<file path="config.mk">
export PLATFORM = sky130hd
export DESIGN_NAME = bus_sync_tx_sched_flat
export DESIGN_NICKNAME = d
export VERILOG_FILES = /design/src/rtl/bus_sync_tx_sched_if.sv /design/src/rtl/bus_sync_tx_sched.sv /design/src/flat_wrapper.sv
export SDC_FILE = /design/constraint.sdc
export NUM_CORES = 1
export LEC_CHECK = 0
export CAP_MARGIN = 5
export CORE_AREA = 2 2 62 64
export DETAILED_ROUTE_END_ITERATION = 8
export DIE_AREA = 0 0 64 66
export PLACE_DENSITY = 0.7
export SYNTH_ARGS = -nofsm -noshare
export SYNTH_HDL_FRONTEND = slang
export SYNTH_SLANG_ARGS = --single-unit
</file>
<file path="constraint.sdc">
create_clock -name CLK -period 1.59 [get_ports CLK]
set_input_delay 0.3975 -clock CLK [delete_from_list [all_inputs] [get_ports CLK]]
set_output_delay 0.3975 -clock CLK [all_outputs]
set_load 0.02 [all_outputs]
</file>
<file path="src/rtl/bus_sync_tx_sched_if.sv">
// Request/grant side and synchronizer-facing outputs of the CDC transfer scheduler.
interface bus_sync_tx_sched_if #(
   parameter int NUM_REQ   = 4,
   parameter int BUS_WIDTH = 8
);
   logic [NUM_REQ-1:0]           req;
   logic [NUM_REQ*BUS_WIDTH-1:0] req_data;
   logic [NUM_REQ-1:0]           ack;
   logic [BUS_WIDTH-1:0]         Unsync_bus;
   logic                         bus_enable;
   logic                         busy;

   modport master (
      input  req, req_data,
      output ack, Unsync_bus, bus_enable, busy
   );

   modport slave (
      output req, req_data,
      input  ack, Unsync_bus, bus_enable, busy
   );
endinterface

</file>
<file path="src/rtl/bus_sync_tx_sched.sv">
// Round-robin scheduler feeding one enable-pulse bus synchronizer: enable held
// HOLD_CYCLES, then a GAP_CYCLES low gap so each transfer gives one destination pulse.
//
// state | meaning
// IDLE  | bus_enable low, sampling req for the next grant
// HOLD  | bus_enable high, Unsync_bus frozen while the destination captures
// GAP   | bus_enable low, Unsync_bus kept, guarantees an enable low phase
module bus_sync_tx_sched #(
   parameter int NUM_REQ     = 4,
   parameter int BUS_WIDTH   = 8,
   parameter int HOLD_CYCLES = 4,
   parameter int GAP_CYCLES  = 4
) (
   input  logic                 CLK,
   input  logic                 RST,
   bus_sync_tx_sched_if.master  bus
);

   localparam int PTR_W  = (NUM_REQ > 1) ? $clog2(NUM_REQ) : 1;
   localparam int MAX_C  = (HOLD_CYCLES > GAP_CYCLES) ? HOLD_CYCLES : GAP_CYCLES;
   localparam int CNT_W  = (MAX_C > 0) ? $clog2(MAX_C + 1) : 1;
   localparam logic [CNT_W-1:0] HOLD_LOAD = CNT_W'(HOLD_CYCLES - 1);
   localparam logic [CNT_W-1:0] GAP_LOAD  = CNT_W'(GAP_CYCLES - 1);

   typedef enum logic [1:0] {
      IDLE = 2'd0,
      HOLD = 2'd1,
      GAP  = 2'd2
   } state_t;

   state_t               state_q, state_d;
   logic [CNT_W-1:0]     cnt_q, cnt_d;
   logic [PTR_W-1:0]     ptr_q, ptr_d;
   logic [NUM_REQ-1:0]   ack_q, ack_d;
   logic [BUS_WIDTH-1:0] data_q, data_d;
   logic                 en_q, en_d;

   logic                 win_found;
   logic [PTR_W-1:0]     win_idx;
   logic [BUS_WIDTH-1:0] sel_data;

   // Search starts just after the last winner so every requester gets a turn.
   function automatic logic [PTR_W:0] rr_pick(
      input logic [NUM_REQ-1:0] r,
      input logic [PTR_W-1:0]   p
   );
      logic             found;
      logic [PTR_W-1:0] idx;
      int               c;
      found = 1'b0;
      idx   = p;
      for (int i = 1; i <= NUM_REQ; i++) begin
         c = int'(p) + i;
         if (c >= NUM_REQ) c = c - NUM_REQ;
         if (!found && r[c[PTR_W-1:0]]) begin
            found = 1'b1;
            idx   = c[PTR_W-1:0];
         end
      end
      return {found, idx};
   endfunction

   always_comb begin
      {win_found, win_idx} = rr_pick(bus.req, ptr_q);
   end

   always_comb begin
      sel_data = '0;
      for (int i = 0; i < NUM_REQ; i++) begin
         if (win_idx == PTR_W'(i)) sel_data = bus.req_data[i*BUS_WIDTH +: BUS_WIDTH];
      end
   end

   always_ff @(posedge CLK or posedge RST) begin
      if (RST) begin
         state_q <= IDLE;
         cnt_q   <= '0;
         ptr_q   <= PTR_W'(NUM_REQ - 1);
         ack_q   <= '0;
         data_q  <= '0;
         en_q    <= 1'b0;
      end else begin
         state_q <= state_d;
         cnt_q   <= cnt_d;
         ptr_q   <= ptr_d;
         ack_q   <= ack_d;
         data_q  <= data_d;
         en_q    <= en_d;
      end
   end

   always_comb begin
      state_d = state_q;
      cnt_d   = cnt_q;
      ptr_d   = ptr_q;
      ack_d   = '0;
      data_d  = data_q;
      en_d    = en_q;
      case (state_q)
         IDLE: begin
            if (win_found) begin
               data_d         = sel_data;
               en_d           = 1'b1;
               ack_d[win_idx] = 1'b1;
               ptr_d          = win_idx;
               cnt_d          = HOLD_LOAD;
               state_d        = HOLD;
            end
         end
         HOLD: begin
            if (cnt_q == '0) begin
               en_d    = 1'b0;
               cnt_d   = GAP_LOAD;
               state_d = GAP;
            end else begin
               cnt_d = cnt_q - CNT_W'(1);
            end
         end
         GAP: begin
            if (cnt_q == '0) begin
               state_d = IDLE;
            end else begin
               cnt_d = cnt_q - CNT_W'(1);
            end
         end
         default: begin
            state_d = IDLE;
            en_d    = 1'b0;
            cnt_d   = '0;
         end
      endcase
   end

   assign bus.ack        = ack_q;
   assign bus.Unsync_bus = data_q;
   assign bus.bus_enable = en_q;
   assign bus.busy       = (state_q != IDLE);

endmodule

</file>
<file path="src/flat_wrapper.sv">
// flat-port wrapper written by rule: the top's interface ports become plain ports
module bus_sync_tx_sched_flat 
#(
   parameter int NUM_REQ     = 4,
   parameter int BUS_WIDTH   = 8,
   parameter int HOLD_CYCLES = 4,
   parameter int GAP_CYCLES  = 4
)
  (CLK, RST, bus_req, bus_req_data, bus_ack, bus_Unsync_bus, bus_bus_enable, bus_busy);
  bus_sync_tx_sched_if #(.NUM_REQ(NUM_REQ), .BUS_WIDTH(BUS_WIDTH)) bus_i ();
  input  logic CLK;
  input  logic RST;
  input wire logic [$bits(bus_i.req)-1:0] bus_req;
  input wire logic [$bits(bus_i.req_data)-1:0] bus_req_data;
  output wire logic [$bits(bus_i.ack)-1:0] bus_ack;
  output wire logic [$bits(bus_i.Unsync_bus)-1:0] bus_Unsync_bus;
  output wire logic [$bits(bus_i.bus_enable)-1:0] bus_bus_enable;
  output wire logic [$bits(bus_i.busy)-1:0] bus_busy;
  assign bus_i.req = bus_req;
  assign bus_i.req_data = bus_req_data;
  assign bus_ack = bus_i.ack;
  assign bus_Unsync_bus = bus_i.Unsync_bus;
  assign bus_bus_enable = bus_i.bus_enable;
  assign bus_busy = bus_i.busy;
  bus_sync_tx_sched #(.NUM_REQ(NUM_REQ), .BUS_WIDTH(BUS_WIDTH), .HOLD_CYCLES(HOLD_CYCLES), .GAP_CYCLES(GAP_CYCLES)) u_core (.CLK(CLK), .RST(RST), .bus(bus_i));
endmodule
</file>
======== After elaboration in Yosys (flattened, before gate mapping) ========
Index checks and enable logic that the tools add are counted.
word-level totals
  flip-flop bits (word level) ............. 20
  input port bits ......................... 38
  output and inout bits ................... 14
operators by class
  add/sub/neg operators ................... 9
  $lt $le $gt $ge ......................... 10
  eq/ne operators ......................... 9
  mux-type cells .......................... 39
  bitwise operators ....................... 1
  reductions and logical operators ........ 15
operator list
  kind                                                                count
  two-way mux 8 bit                                                   4
  two-way mux 2 bit                                                   11
  < comparator 2 x 3 -> 1 bit (second input constant)                 5
  two-way mux 1 bit                                                   11
  greater-or-equal comparator 3 bit (second input constant)           3
  two-way mux 3 bit                                                   3
  case mux 3 bit (3 select lines)                                     1
  binary-select mux 1 bit (select 2 bit)                              4
  two-way mux 4 bit                                                   2
  subtractor 2 x 1 -> 2 bit (second input constant)                   4
  adder 2 x 2 -> 3 bit (second input constant)                        2
  == test 2 bit (second input constant)                               3
  inequality test 2 x 1 -> 1 bit (second input constant)              3
  case mux 2 bit (3 select lines)                                     1
  AND reduction 3 bit                                                 2
  adder 2 x 3 -> 4 bit (second input constant)                        1
  == test 2 x 1 -> 1 bit (second input constant)                      2
  greater-or-equal comparator 4 x 3 -> 1 bit (second input constant)  1
  logical AND 1 bit                                                   4
  logical NOT 2 bit                                                   2
  AND reduction 2 bit                                                 2
  adder 2 x 1 -> 3 bit (second input constant)                        1
  logical NOT 1 bit                                                   3
  logical NOT 3 bit                                                   1
  7 further kinds                                                     7

======== Longest topological paths before layout ========
  depth in word-level cells ............... 21
  mapped depth ............................ 7
  gate-level depth less buffers ........... 6

======== Least setup slack after synthesis ========
Ideal clock, no wire load.
  path type ............................... register to register
  from .................................... reg u_core.ptr_q[1]
  to ...................................... reg u_core.data_q[0], in the netlist u_core.bus.Unsync_bus[0]
  data arrival time ....................... 1460 ps
  required time ........................... 1466 ps
  path slack .............................. 6 ps
  stages on the path, launching flop included .. 7
  clock period less this slack ............ 1584 ps
  cell sequence ........................... dfstp_2 -> buf_4 -> nor4b_2 -> a31oi_2 -> a2bb2oi_4 -> o22ai_1 -> o31a_1
on the way
  cells in the longest elaborated chain, start to end .. 20
  elaborated cells between the ends (all ways) .. 47
  classes of those cells .................. 8 x add/sub; 4 x order compare; 3 x eq/ne; 24 x mux; 8 x reduce/logical
RTL lines
  item                                                                            line                     text
  from (decl)                                                                     bus_sync_tx_sched.sv:33  logic [PTR_W-1:0] ptr_q, ptr_d;
  from (signal assigned)                                                          bus_sync_tx_sched.sv:78  ptr_q <= PTR_W'(NUM_REQ - 1);
  from (signal assigned)                                                          bus_sync_tx_sched.sv:85  ptr_q <= ptr_d;
  adder 2 x 1 -> 3 bit                                                            bus_sync_tx_sched.sv:53  c = int'(p) + i;
  greater-or-equal comparator 3 bit or subtractor 2 x 1 -> 2 bit (tied branches)  bus_sync_tx_sched.sv:54  if (c >= NUM_REQ) c = c - NUM_REQ;
  two-way mux 2 bit                                                               bus_sync_tx_sched.sv:54
  binary-select mux 1 bit (select 2 bit)                                          bus_sync_tx_sched.sv:55  if (!found && r[c[PTR_W-1:0]]) begin
  two-way mux 1 bit (implied by the code)                                         bus_sync_tx_sched.sv:55
  two-way mux 1 bit                                                               bus_sync_tx_sched.sv:55
  logical NOT 1 bit                                                               bus_sync_tx_sched.sv:55
  logical AND 1 bit                                                               bus_sync_tx_sched.sv:55
  two-way mux 1 bit                                                               bus_sync_tx_sched.sv:55
  logical NOT 1 bit                                                               bus_sync_tx_sched.sv:55
  logical AND 1 bit                                                               bus_sync_tx_sched.sv:55
  two-way mux 1 bit                                                               bus_sync_tx_sched.sv:55
  logical NOT 1 bit                                                               bus_sync_tx_sched.sv:55
  logical AND 1 bit                                                               bus_sync_tx_sched.sv:55
  two-way mux 2 bit                                                               bus_sync_tx_sched.sv:55
  logical NOT 2 bit                                                               bus_sync_tx_sched.sv:70  if (win_idx == PTR_W'(i)) sel_data = bus.req_data[i*BUS_WIDTH +: BUS_WIDTH];
  two-way mux 8 bit (4 in a row)                                                  bus_sync_tx_sched.sv:70
  to (signal assigned)                                                            bus_sync_tx_sched.sv:87  data_q <= data_d;
  to (decl)                                                                       bus_sync_tx_sched.sv:35  logic [BUS_WIDTH-1:0] data_q, data_d;
Several ways; a longest one is shown, not always the timed one. The select of a mux whose other input is x is not followed.
A chain may end at the register's enable or synchronous reset.

======== Worst setup path after layout ========
  from .................................... reg u_core.ptr_q[0]
  to ...................................... reg u_core.data_q[1], in the netlist u_core.bus.Unsync_bus[1]
Same word-level chain as after synthesis.

==> summary.md <==
The run finished, with violations left. The checks that failed: negative setup slack. Pin placement for this block handled 52 I/O pins. The final antenna-violating net count came out at 0.

The slew of the pin with the lowest slew margin was 0.2763 ns. The first global-routing pass estimated 6486 µm of wire. Traced cell by cell, the critical path runs through buf_6 -> nand2b_4 -> o311ai_4 -> o21ai_4 -> buf_12 -> o22ai_1 -> o31ai_2. For this run, the total global-route usage over all layers was measured as 20.12%. The final layout contains routed wiring with a total length of 4191 µm.

Dividing total power by cell area gives a power density of 1791 mW/mm². The total overflow left after global routing is 0. The clock network is responsible for 10.3% of the overall power. The clock transition time at the flip-flop clock pins of the worst setup and hold paths was 0.12 ns. Summing every instance area after synthesis gives 0.001346 mm². The first detailed-routing pass took 4 iterations. In the final layout, the share of cells above drive strength 1 is 39.22%.

The tools report the arrival time at the worst endpoint as 1.94 ns. The min-delay analysis places its worst path in the category in -> async. In this run the most used layer during global routing was met2. The number of inserted diodes was 0; the worst-case setup slack after placement was -0.4934 ns. The routed layout has 1324 vias. The layout has 285 filler cells.

The portion of synthesized cell area occupied by the leading cell type is 33.46%, and the total CTS buffers is 3. For the source-to-sink clock delay at the later pin of the worst-skew pair, the log shows 0.31 ns. The internal power of the cells totals 0.002388 W. By area the synthesized netlist is led by sky130_fd_sc_hd__dfrtp_1 (33%), sky130_fd_sc_hd__a211oi_2 (5.6%), sky130_fd_sc_hd__o31ai_2 (5.6%), sky130_fd_sc_hd__o22ai_1 (4.6%), sky130_fd_sc_hd__dfstp_2 (3.9%). The number of warning messages in the yosys log was 0; the net switching power figure was 0.001728 W.

At the end of routability-driven placement, the weighted congestion stood at 0.7901. By instance count, the leading cell after synthesis is sky130_fd_sc_hd__dfrtp_1. The number of max-slew violations in the final report was 0; the max-capacitance violation count was 0. Number of antenna violations at the first check in global routing: 0. The pin count of the biggest net entering global routing was 21. The worst setup path is captured at a flop.

By startpoint and endpoint, the worst setup path is classified as reg -> reg. Between clock sinks in the finished design, the worst skew comes to 0.006949 ns. Adding up every negative setup slack in the final design gives -1.054 ns. Setup repair after global routing could not meet its margin everywhere. A synthesized cell averages 10.36 µm². The maximum operating frequency is 577.6 MHz, and the synthesized instance count is 130.

After detailed routing, the number of remaining DRC violations is 0. The tree built by TritonCTS fans out to 20 sinks. The slack of the critical path came out at -0.1414 ns. For this run, the number of standard cells in the final layout without fillers is 252. In this run the deepest clock path goes through 2 buffers. The flip-flop cell with the highest count after synthesis is sky130_fd_sc_hd__dfrtp_1.

The total area inside the core boundary comes to 0.003551 mm². Port buffering added 51 buffers. In the finished design, the share of the clock period the worst path needs comes to 108.9%. The final-report hold violation count was 0; the final count of negative-setup-slack endpoints was 11. The floorplan step set the die height to 66 µm. The final-layout worst hold slack is 0.4048 ns. For this run, the register share of the synthesized area comes to 37.36%.

Dividing the detail-routed wire length by the instance count gives 16.63 µm. The logs give 48 for the DRC violation total after the first TritonRoute iteration and 1 for the number of H-tree branching levels. STA classifies the critical path startpoint as a flop.

For the total placed cells including tap cells, the log shows 240. Net switching is 41.98% of the power. The area of the die was 0.004224 mm². The post-route minimum period is 1.731 ns. The vias per cell came out at 5.254. For met3 alone, demand over resource in global routing was 2.215%. The post-synthesis async set-or-reset flop share was 100.0%; the sum of net half-perimeters after detailed placement was 2823 µm. In this run, flip-flops and latches consume 21.7% of the power. The largest fanout on the critical path was 7. For the row count, the log shows 22. The analysis attributes to cell leakage a power of 1.013 nW. The largest single stage delay on the critical path is 0.60 ns.

For this run, global-route usage on met1 was measured as 24.79%. The highest ir drop seen on vdd came out at 0.0007664 V. Registers take 503.0 µm². The initial utilization of the core area, before any placement, comes to 37.91%. The number of enable flip-flop cells after synthesis works out to 0. Clock tree synthesis selected as its root buffer the cell sky130_fd_sc_hd__clkbuf_4. The die is 64 µm wide. The net count of the finished layout is 245. In the global route stage, met2 resource usage came out at 34.64%. The number of synthesized register bits was 20. The synthesized netlist contains 50 unique library cells. The tools report the tightest slew margin relative to the limit as 81.53%. On the critical path, the stage with the largest delay is an instance of sky130_fd_sc_hd__dfstp_2. By count the netlist is led by sky130_fd_sc_hd__dfrtp_1 (18), sky130_fd_sc_hd__nand2_1 (13), sky130_fd_sc_hd__o22ai_1 (10). The multi-input combinational cells in the finished layout cover a total of 919.6 µm². When the netlist entered floorplanning its net count stood at 170.

TritonCTS built the clock tree. The tools report the share of total power in combinational logic as 68.0%. The largest total area in the synthesized netlist belongs to sky130_fd_sc_hd__dfrtp_1.

The tools report the number of global-route vias before repair as 1353. For the critical path required time, the log shows 1.80 ns. From synthesis to final layout, the design area changed by 70.72%.
## metal layers
layer / up-vias / part of all wire [%]
met5: - / 0
li1: 633 / -
met3: 8 / 4.1
met4: 0 / 1.9
met2: 45 / 52
met1: 638 / 42
## power by group through the flow
| stage | Clock [W] | Sequential [W] | Combinational [W] |
|---|---|---|---|
| after global placement | 0 | 0.000893 | 0.00226 |
| after detailed placement | 0 | 0.000906 | 0.00233 |
| after floorplan | 0 | 0.00101 | 0.00135 |
| after global routing | 0.000445 | 0.000921 | 0.00299 |
| after CTS | 0.000433 | 0.000889 | 0.00253 |
| final | 0.000424 | 0.000895 | 0.00280 |
## worst max-delay path: cells and delay by family, from the launching register on
kind / cells / cell delay, ns
AOI/OAI and AO/OA: 4 / 0.70
buffers and inverters: 2 / 0.28
DFF: 1 / 0.60
and+or+nand+nor: 1 / 0.06
## cell families (layout without fill, tap and decap cells)
| family | after synthesis | in the layout | share of synthesized area [%] |
|---|---|---|---|
| buffers and inverters | 15 | 87 | 5.576 |
| and+or+nand+nor | 47 | 49 | 23.05 |
| xor gates and xnor gates | 1 | 1 | 0.6507 |
| adders and majority gates | 3 | 3 | 2.602 |
| AOI/OAI and AO/OA | 42 | 42 | 29.18 |
| DFF | 20 | 20 | 37.36 |
| muxes | 2 | 2 | 1.580 |
## cell type report
| class | instances | area share [%] |
|---|---|---|
| multi-input cells | 97 | 40.01 |
| well taps | 48 | 2.613 |
| clock inverters | 1 | 1.306 |
| inverters | 8 | 1.306 |
| repair buffers | 75 | 31.90 |
| flip-flops and latches | 20 | 21.88 |
| clock buffers | 3 | 0.9799 |
## cells in the final DEF, fill, tap and decap left out, types with 2 or more instances in the layout
cell and n:
sky130_fd_sc_hd__buf_6 5, sky130_fd_sc_hd__a21oi_1 4, sky130_fd_sc_hd__and3_2 4, sky130_fd_sc_hd__ha_1 2, sky130_fd_sc_hd__o21ai_4 2, sky130_fd_sc_hd__nand2_1 13
sky130_fd_sc_hd__nand2b_1 2, sky130_fd_sc_hd__nand2b_4 3, sky130_fd_sc_hd__o22ai_4 2, sky130_fd_sc_hd__inv_1 8, sky130_fd_sc_hd__nor2b_1 4, sky130_fd_sc_hd__buf_4 15
sky130_fd_sc_hd__nor3b_2 2, sky130_fd_sc_hd__dlygate4sd2_1 17, sky130_fd_sc_hd__and3_1 2, sky130_fd_sc_hd__o31ai_2 6, sky130_fd_sc_hd__nor2_2 2, sky130_fd_sc_hd__nor2_1 4
sky130_fd_sc_hd__clkdlybuf4s50_1 33, sky130_fd_sc_hd__and3_4 3, sky130_fd_sc_hd__dfstp_2 2, sky130_fd_sc_hd__o22ai_2 5, sky130_fd_sc_hd__clkbuf_4 3, sky130_fd_sc_hd__dfrtp_1 18
sky130_fd_sc_hd__o22ai_1 4, sky130_fd_sc_hd__a211oi_2 7, sky130_fd_sc_hd__buf_12 4
## flip-flops by register name (all words and copies together), names as in the netlist
| register | flops |
|---|---|
| u_core.ptr_q | 2 |
| u_core.bus.ack | 4 |
| u_core.cnt_q | 3 |
| u_core.bus.Unsync_bus | 8 |
| u_core.state_q | 2 |
| u_core.bus.bus_enable | 1 |
## through the flow
stage | utilization [%] | cell area, µm² | power, W
2_1_floorplan | - | 1346 | 0.002361
4_1_cts | 62.33 | 2213 | 0.003856
5_1_grt | 64.73 | 2298 | 0.004360
3_5_place_dp | 57.22 | 2032 | 0.003237
6_report | 64.73 | 2298 | 0.004116
3_3_place_gp | 57.22 | 2032 | 0.003155
## worst paths after layout
kind | startpoint | to | slack [ns] | cells after the start
min reg2reg | u_core.bus.Unsync_bus[6] | u_core.bus.Unsync_bus[6] | 0.50 | 2
min in group CLK | u_core.bus.Unsync_bus[6] | u_core.bus.Unsync_bus[6] | 0.50 | 2
max in group asynchronous | RST | u_core.ptr_q[0] | 0.91 | 3
max reg2reg | u_core.ptr_q[0] | u_core.bus.Unsync_bus[1] | -0.14 | 7
min | RST | u_core.bus.ack[1] | 0.40 | 3
max | u_core.ptr_q[0] | u_core.bus.Unsync_bus[1] | -0.14 | 7
## timing repair
item                       4_1_cts  5_1_grt
setup endpoints to repair       27       13
gates cloned                     1        1
pin swaps                       14        5
setup buffers                    4        2
resized for setup               40        8
hold buffers                     0        0
No activity file was read; power rests on OpenSTA's default activity.
